File: src/rtl/aes_regfile_p_if.sv
// Host-side access bus for aes_regfile_p: write/read ports, clear request and status.
interface aes_regfile_p_if #(
  parameter int DW = 8,
  parameter int AW = 2
);
  logic          en;
  logic          we;
  logic [AW-1:0] aw;
  logic [DW-1:0] din;
  logic          re;
  logic [AW-1:0] ar;
  logic [DW-1:0] dout;
  logic          dvld;
  logic          clr;
  logic          busy;
  logic          ign;

  modport master (
    output en, we, aw, din, re, ar, clr,
    input  dout, dvld, busy, ign
  );

  modport slave (
    input  en, we, aw, din, re, ar, clr,
    output dout, dvld, busy, ign
  );
endinterface

File: src/rtl/aes_regfile_p.sv
// Parametrised AES status/flag register file: registered write-first reads and a
// one-entry-per-cycle clear sequencer.
module aes_regfile_p #(
  parameter int DW = 8,
  parameter int AW = 2
) (
  input  logic             clk,
  input  logic             rstn,
  aes_regfile_p_if.slave   bus
);
  localparam int DEPTH = 2**AW;

  typedef enum logic {IDLE = 1'b0, CLEAR = 1'b1} state_t;

  state_t                     state, state_d;
  logic [DEPTH-1:0][DW-1:0]   mem;
  logic [AW-1:0]              idx;
  logic [DW-1:0]              dout;
  logic                       dvld, busy, ign;
  logic                       req, wr, rd, start, last;

  assign req   = bus.en & (bus.we | bus.re);
  assign wr    = bus.en & bus.we & ~busy;
  assign rd    = bus.en & bus.re & ~busy;
  assign start = bus.clr & (state == IDLE);
  assign last  = (idx == {AW{1'b1}});

  always_ff @(posedge clk or negedge rstn) begin
    if (!rstn) state <= IDLE;
    else       state <= state_d;
  end

  always_comb begin
    state_d = state;
    case (state)
      IDLE:    if (start) state_d = CLEAR;
      CLEAR:   if (last)  state_d = IDLE;
      default: state_d = IDLE;
    endcase
  end

  // start wins over any same-cycle access; busy tracks the registered state.
  always_ff @(posedge clk or negedge rstn) begin
    if (!rstn) begin
      mem  <= '0;
      idx  <= '0;
      dout <= '0;
      dvld <= 1'b0;
      busy <= 1'b0;
      ign  <= 1'b0;
    end else begin
      busy <= (state_d == CLEAR);
      ign  <= req & (busy | start);
      if (start)
        idx <= '0;
      else if (state == CLEAR) begin
        mem[idx] <= '0;
        idx      <= idx + 1'b1;
      end
      if (wr & ~start)
        mem[bus.aw] <= bus.din;
      if (rd & ~start) begin
        dout <= (wr && bus.aw == bus.ar) ? bus.din : mem[bus.ar];
        dvld <= 1'b1;
      end else begin
        dvld <= 1'b0;
      end
    end
  end

  assign bus.dout = dout;
  assign bus.dvld = dvld;
  assign bus.busy = busy;
  assign bus.ign  = ign;
endmodule

File: src/flat_wrapper.sv
// flat-port wrapper written by rule: the top's interface ports become plain ports
module aes_regfile_p_flat 
#(
  parameter int DW = 8,
  parameter int AW = 2
)
  (clk, rstn, bus_en, bus_we, bus_aw, bus_din, bus_re, bus_ar, bus_clr, bus_dout, bus_dvld, bus_busy, bus_ign);
  aes_regfile_p_if #(.DW(DW), .AW(AW)) bus_i ();
  input  logic clk;
  input  logic rstn;
  input wire logic [$bits(bus_i.en)-1:0] bus_en;
  input wire logic [$bits(bus_i.we)-1:0] bus_we;
  input wire logic [$bits(bus_i.aw)-1:0] bus_aw;
  input wire logic [$bits(bus_i.din)-1:0] bus_din;
  input wire logic [$bits(bus_i.re)-1:0] bus_re;
  input wire logic [$bits(bus_i.ar)-1:0] bus_ar;
  input wire logic [$bits(bus_i.clr)-1:0] bus_clr;
  output wire logic [$bits(bus_i.dout)-1:0] bus_dout;
  output wire logic [$bits(bus_i.dvld)-1:0] bus_dvld;
  output wire logic [$bits(bus_i.busy)-1:0] bus_busy;
  output wire logic [$bits(bus_i.ign)-1:0] bus_ign;
  assign bus_i.en = bus_en;
  assign bus_i.we = bus_we;
  assign bus_i.aw = bus_aw;
  assign bus_i.din = bus_din;
  assign bus_i.re = bus_re;
  assign bus_i.ar = bus_ar;
  assign bus_i.clr = bus_clr;
  assign bus_dout = bus_i.dout;
  assign bus_dvld = bus_i.dvld;
  assign bus_busy = bus_i.busy;
  assign bus_ign = bus_i.ign;
  aes_regfile_p #(.DW(DW), .AW(AW)) u_core (.clk(clk), .rstn(rstn), .bus(bus_i));
endmodule
File: config.mk
export PLATFORM = sky130hd
export DESIGN_NAME = aes_regfile_p_flat
export DESIGN_NICKNAME = d
export VERILOG_FILES = /design/src/rtl/aes_regfile_p_if.sv /design/src/rtl/aes_regfile_p.sv /design/src/flat_wrapper.sv
export SDC_FILE = /design/constraint.sdc
export NUM_CORES = 1
export LEC_CHECK = 0
export ABC_AREA = 0
export CAP_MARGIN = 20
export CORE_MARGIN = 8
export CORE_UTILIZATION = 49
export DETAILED_ROUTE_END_ITERATION = 7
export PLACE_DENSITY = 0.83
export SYNTH_ARGS = -nofsm -noshare
export SYNTH_HDL_FRONTEND = slang
export SYNTH_SLANG_ARGS = --single-unit
File: constraint.sdc
create_clock -name clk -period 1.5 [get_ports clk]
set_clock_uncertainty 0.15 [all_clocks]
set_input_delay 0.15 -clock clk [delete_from_list [all_inputs] [get_ports clk]]
set_output_delay 0.15 -clock clk [all_outputs]
set_load 0.05 [all_outputs]
==> results.md, run 1 <==
* Synth async-reset ratio at 100.0%
* Fin area at 3187 um^2
* DP Cell Count at 290
* H-Tree Depth at 2
* Clock Sinks at 45
* Synth Area in Compound Gates at 5.616%
* IO Port Bufs at 28
* Worst-margin pin slew at 0.4199 ns
* Final cell count without fillers at 302
* Count leader, synth: dfrtp_1
* Num CTS Buffers at 5
* Post-synth top cells: dfrtp_1 (45), nand2_1 (36), mux2i_1 (32), inv_1 (10), nor2_1 (10)
* Min Tclk post-route at 1.569 ns
* Post-Syn Nets at 218
* #FFs+latches synth at 45
* Critical Path RT at 1.57 ns
* CP delay by family, top: simple AND/OR/NAND/NOR gates
* RSZ-0062 raised after global routing: yes
* DP Area at 2935 um^2
* Layout area overhead at 38.88%
* Run status: finished with violations
* Top Ports at 29
* Leak at 0.001525 uW
* Post-Synth Simple-Gate Area at 13.14%
* Pre-CTS setup slack at -0.3400 ns
* EDFF count, synth at 0
* XOR/XNOR Fraction of Synth Area at 2.835%
* Largest net degree at the start of global routing at 46
* HP Class: in -> async
* Initial antenna violation count at 0
* Main synth FF type: dfrtp_1
* PwrDens at 1382 nW/um^2
* Worst-path cell chain: and4bb_2 > buf_4 > nand3b_1 > buf_12 > mux2i_1
* DRT Pass-1 Iters at 4
* Count of final setup violators at 27
* Core area at 4629 um^2
* Crit path max fanout at 8
* Post-Synthesis Cells at 196
* Synth top area cells: dfrtp_1 (49%), mux2i_1 (14%), mux4_2 (7.9%), nand2_1 (5.9%), o31ai_1 (2.6%)
* # diodes at 0
* Die Width at 84.43 um
* Yosys warning count at 0
* CP Buf/Inv Count at 2
* Total number of vias at 1766
* Crit. End Element: flip-flop
* TritonCTS clock tree: built
* Area of the die at 7128 um^2
* Vias in the first global route at 1839
* Adder-cell share of the synthesized area at 2.181%
* Total routed wirelength at 6.037 mm
* Period utilisation layout at 104.6%
* Relative slew slack at 71.91%
* Clock Latency Late Sink at 0.30 ns
* DRC violation count after routing at 0
* Fin util at 68.84%
* # rows at 25
* CTS clk-pin slew, worst paths at 0.09 ns
* Seq/Total Area, Yosys at 49.07%
* Vias/cell at 5.848
* First-pass GRT wire length at 9.328 mm
* All-Layer GR Usage at 16.38%
* Post-synth cell types at 26
* Max Slew Vio Count at 0
* Synth top area share at 49.07%
* Clock root cell: clkbuf_8
* Total grt overflow at 0
* Maximum clock path buffer count at 2
* Failing checks: negative setup slack
* CP peak stage delay at 0.42 ns
* Number of nets in the layout at 269
* Startpoint class of the critical path: flip-flop
* Die H at 84.43 um
* Setup CP Type: reg -> reg
* Largest family of logic cells by synthesized area: multiplexers
* Critical path data arrival time at 1.64 ns
* Initial drt markers at 92
* Worst setup margin at -0.06892 ns
* Final hold viol count at 0
* Post-synth top area cell: dfrtp_1
* Starting Density at 49.57%
* Mapped Area at 2295 um^2
* Avg Cell Area, Syn at 11.71 um^2
* Layout cells sized above 1 at 28.63%
* Worst path slowest cell: dfrtp_2
* Antenna viol nets, final at 0
* Fmax achieved at 637.4 MHz
* Post-DR wirelength/cell at 19.99 um
* Placer Congestion at 0.8639
* Detail Placement HPWL at 4.001 mm
* Max cap viols at 0
* Mux share of post-synthesis cell area at 22.30%
* VDD IR max at 0.7651 mV
routing by layer:
metal,wire [um],GRT usage (%)
met3,298,4.195
met2,3124,28.51
met4,140,6.796
met5,0,0
met1,2473,18.59
registers in the layout, summed over array words and instances (netlist names):
register and flops:
u_core.bus.dvld 1, u_core.state 1, u_core.bus.ign 1, u_core.idx 2, u_core.mem 32, u_core.bus.dout 8
worst min-delay path: stages:
cell,delay (ns)
dlygate4sd3_1,0.54
buf_2,0.13
buf_12,0.24
per-stage QoR:
step / power, uW / hold slack [ns] / TNS (ns)
floorplan: 2600 / -0.2956 / -1.671
global placement: 3535 / -0.008637 / -6.485
detailed placement: 3595 / -0.003340 / -7.158
CTS: 4345 / 0.2099 / -0.9920
global route: 4616 / 0.2665 / -2.806
finish: 4405 / 0.2230 / -0.6526
layout by cell type (no fill, tap or decap), types with 2 or more instances in the layout:
master / count
dfrtp_1: 44
mux4_2: 8
xor2_2: 2
clkbuf_8: 5
xnor2_4: 2
ha_1: 4
nand3b_1: 3
clkbuf_1: 2
buf_6: 3
buf_12: 18
o31ai_4: 3
nand4_1: 8
mux2i_1: 31
clkdlybuf4s50_1: 15
nor2_1: 10
nand2_1: 36
buf_4: 15
o31ai_2: 5
inv_1: 10
a31oi_1: 8
power breakdown:
group | internal, uW | switching [uW]
Sequential | 1450 | 217
Combinational | 916 | 1070
Clock | 330 | 416
kinds of logic (layout without fill, tap and decap cells):
family,count (synthesis),after routing
buffers and inverters,21,73
flip-flops,45,45
adder cells (fa/ha/maj),4,4
multiplexers,41,41
AND/OR/NAND/NOR,62,62
AO/OA/AOI/OAI,19,19
XOR/XNOR,4,4
cell type report:
cell class                 count  area (um^2)
clock buffer                   7        76.32
clock inverter                 1        7.507
fill                         310         1443
inverter                      10        37.54
multi-input combinational    130         1157
sequential                    45         1127
tap                           54        67.56
timing repair buffer          55        713.2
what timing repair did:
item / in CTS / in global routing
gates resized for setup: 5 / 15
buffers inserted: 3 / 0
endpoints found under the hold margin: 45 / 0
pin swaps: 1 / 3
cloned: 1 / 0
hold buffers: 1 / 0
setup endpoints to repair: 16 / 41
final timing paths:
path	endpoint	depth (start not counted)	slack [ns]	startpoint
worst max-delay path	u_core.mem[10]$_DFF_PN0_	5	-0.07	u_core.state$_DFF_PN0_
worst min-delay path	u_core.mem[3]$_DFF_PN0_	3	0.22	rstn
worst max register to register	u_core.mem[10]$_DFF_PN0_	5	-0.07	u_core.state$_DFF_PN0_
worst min register to register	u_core.mem[16]$_DFF_PN0_	2	0.38	u_core.mem[16]$_DFF_PN0_
max in group asynchronous	u_core.state$_DFF_PN0_	3	0.74	rstn
min in group clk	u_core.bus.dout[7]$_DFFE_PN0P_	3	0.31	bus_din[7]
No activity file was read; power rests on OpenSTA's default activity.
==> inputs of run 2 (changes only) <==
--- a/config.mk
+++ b/config.mk
@@ -8,9 +8,10 @@
 export ABC_AREA = 0
 export CAP_MARGIN = 20
 export CORE_MARGIN = 8
-export CORE_UTILIZATION = 49
+export CORE_UTILIZATION = 52
+export CTS_BUF_LIST = sky130_fd_sc_hd__clkbuf_4
 export DETAILED_ROUTE_END_ITERATION = 7
-export PLACE_DENSITY = 0.83
+export PLACE_DENSITY = 0.87
 export SYNTH_ARGS = -nofsm -noshare
 export SYNTH_HDL_FRONTEND = slang
 export SYNTH_SLANG_ARGS = --single-unit
==> constraint.sdc (replaced) <==
create_clock -name clk -period 1.5 [get_ports clk]
set_clock_uncertainty 0.15 [all_clocks]
set_input_delay 0.15 -clock clk [delete_from_list [all_inputs] [get_ports clk]]
set_output_delay 0.15 -clock clk [all_outputs]
set_load 0.1 [all_outputs]
==> results.md, run 2 (synthesis results as in run 1) <==
* # rows at 24
* Number of nets in the layout at 269
* FF-to-FF setup slack at -0.24 ns
* Count of final setup violators at 41
* HP Class: in -> async
* Core area at 4294 um^2
* Max Slew Vio Count at 0
* Maximum clock path buffer count at 2
* Failing checks: negative setup slack
* Most frequent cells in the layout: dfrtp_1 (44), nand2_1 (36), mux2i_1 (29)
* CP delay by family, top: simple AND/OR/NAND/NOR gates
* Vias in the first global route at 2003
* CP peak stage delay at 0.52 ns
* Initial drt markers at 271
* Clock Sinks at 45
* Clock Latency Late Sink at 0.39 ns
* Min Tclk post-route at 1.742 ns
* Critical Path RT at 1.63 ns
* Crit. End Element: flip-flop
* Startpoint class of the critical path: flip-flop
* Crit path max fanout at 5
* Run status: finished with violations
* Largest register FFs at 32
* CP Buf/Inv Count at 1
* Total number of vias at 1951
* Total grt overflow at 0
* Layout area overhead at 40.73%
* RSZ-0062 raised after global routing: yes
* Num CTS Buffers at 5
* Critical path data arrival time at 1.87 ns
* Pre-CTS setup slack at -0.3442 ns
* H-Tree Depth at 2
* Most common cell after layout, fill and taps aside: dfrtp_1
* Final hold viol count at 0
* All-Layer GR Usage at 20.17%
* DP Cell Count at 290
* Max cap viols at 0
* Setup CP Type: reg -> reg
* DRT Pass-1 Iters at 5
* Largest Register: u_core.mem
* IO Port Bufs at 28
* Worst-margin pin slew at 0.4925 ns
* Starting Density at 53.44%
* Layout cells sized above 1 at 30.24%
* PwrDens at 1599 nW/um^2
* Worst-path cell chain: and4bb_2 > nor3b_4 > buf_6 > mux2i_1
* Total routed wirelength at 7.249 mm
* Placer Congestion at 0.8476
* Largest net degree at the start of global routing at 30
* Clock root cell: clkbuf_4
* R2R cell count at 4
* CTS clk-pin slew, worst paths at 0.16 ns
* Detail Placement HPWL at 4.284 mm
* Largest regs: u_core.mem (32), u_core.bus.dout (8), u_core.idx (2)
* Post-DR wirelength/cell at 24.16 um
* Die H at 82.43 um
* Top Ports at 29
* Period utilisation layout at 116.2%
* Fmax achieved at 573.9 MHz
* TritonCTS clock tree: built
* Worst setup margin at -0.2425 ns
* Antenna viol nets, final at 0
* Die Width at 82.43 um
* First-pass GRT wire length at 10.23 mm
* Initial antenna violation count at 0
* Fin util at 75.20%
* Area of the die at 6795 um^2
* Setup_tns at -5.235 ns
* DRC violation count after routing at 0
* Worst path slowest cell: dfrtp_4
* Relative slew slack at 67.01%
* Leak at 0.001543 uW
* # diodes at 0
* Final cell count without fillers at 300
* Reg2reg start: u_core.state$_DFF_PN0_
* VDD IR max at 0.8073 mV
* Vias/cell at 6.503
* Reg2Reg Capture Point: u_core.mem[4]$_DFF_PN0_
==> run 2: report_power, final <==
| part | internal, uW | total [uW] | leakage [uW] | switching, uW |
|---|---|---|---|---|
| Clock | 374 | 811 | 0.0000459 | 437 |
| Combinational | 1020 | 2650 | 0.000896 | 1640 |
| Sequential | 1460 | 1700 | 0.000602 | 241 |
==> run 2: worst register-to-register path: cells and delay by family (launching register included) <==
kind	cells	cell delay (ns)
DFF	1	0.52
and+or+nand+nor	2	0.58
muxes	1	0.22
buffers and inverters	1	0.17
==> run 2: worst max path at each step <==
stage / start / endpoint / slack, ns / cells after the start
after CTS: u_core.state$_DFF_PN0_ / u_core.mem[4]$_DFF_PN0_ / -0.16 / 4
after global routing: u_core.state$_DFF_PN0_ / u_core.mem[0]$_DFF_PN0_ / -0.25 / 4
after global placement: bus_ar[0] / u_core.bus.dout[1]$_DFFE_PN0P_ / -0.31 / 5
after floorplan: u_core.state$_DFF_PN0_ / u_core.mem[0]$_DFF_PN0_ / -0.23 / 4
final: u_core.state$_DFF_PN0_ / u_core.mem[4]$_DFF_PN0_ / -0.24 / 4
after detailed placement: bus_ar[0] / u_core.bus.dout[5]$_DFFE_PN0P_ / -0.34 / 5
==> run 2: area by class of cell <==
cell class	count	area [um^2]
repair buffers	55	726.9
fillers	219	1065
well taps	52	65.06
clock inverters	2	38.79
flip-flops and latches	45	1130
multi-input cells	130	1186
clock buffers	6	45.04
inverters	10	37.54
==> run 2: metrics by stage <==
step,hold slack [ns],power [uW],area (um^2)
after floorplan,-0.2956,3080,2313
after global placement,-0.04054,4133,2988
after detailed placement,-0.04795,4192,2988
after CTS,0.09358,4995,3148
after global routing,0.09794,5307,3229
final,0.06349,5164,3229
==> run 2: repair_timing <==
action,CTS,global route
hold endpoints to repair,45,0
resized for setup,13,11
hold buffers,1,0
gates cloned,0,0
pin swaps,5,11
endpoints found under the setup margin,34,41
buffers inserted,1,0
==> run 2: layer usage <==
metal / GRT usage [%] / part of all wire (%) / vias up
li1: - / - / 800
met1: 23.84 / 37 / 942
met5: 0 / 0 / -
met4: 12.46 / 4.9 / 0
met3: 4.221 / 10 / 38
met2: 32.97 / 47 / 171
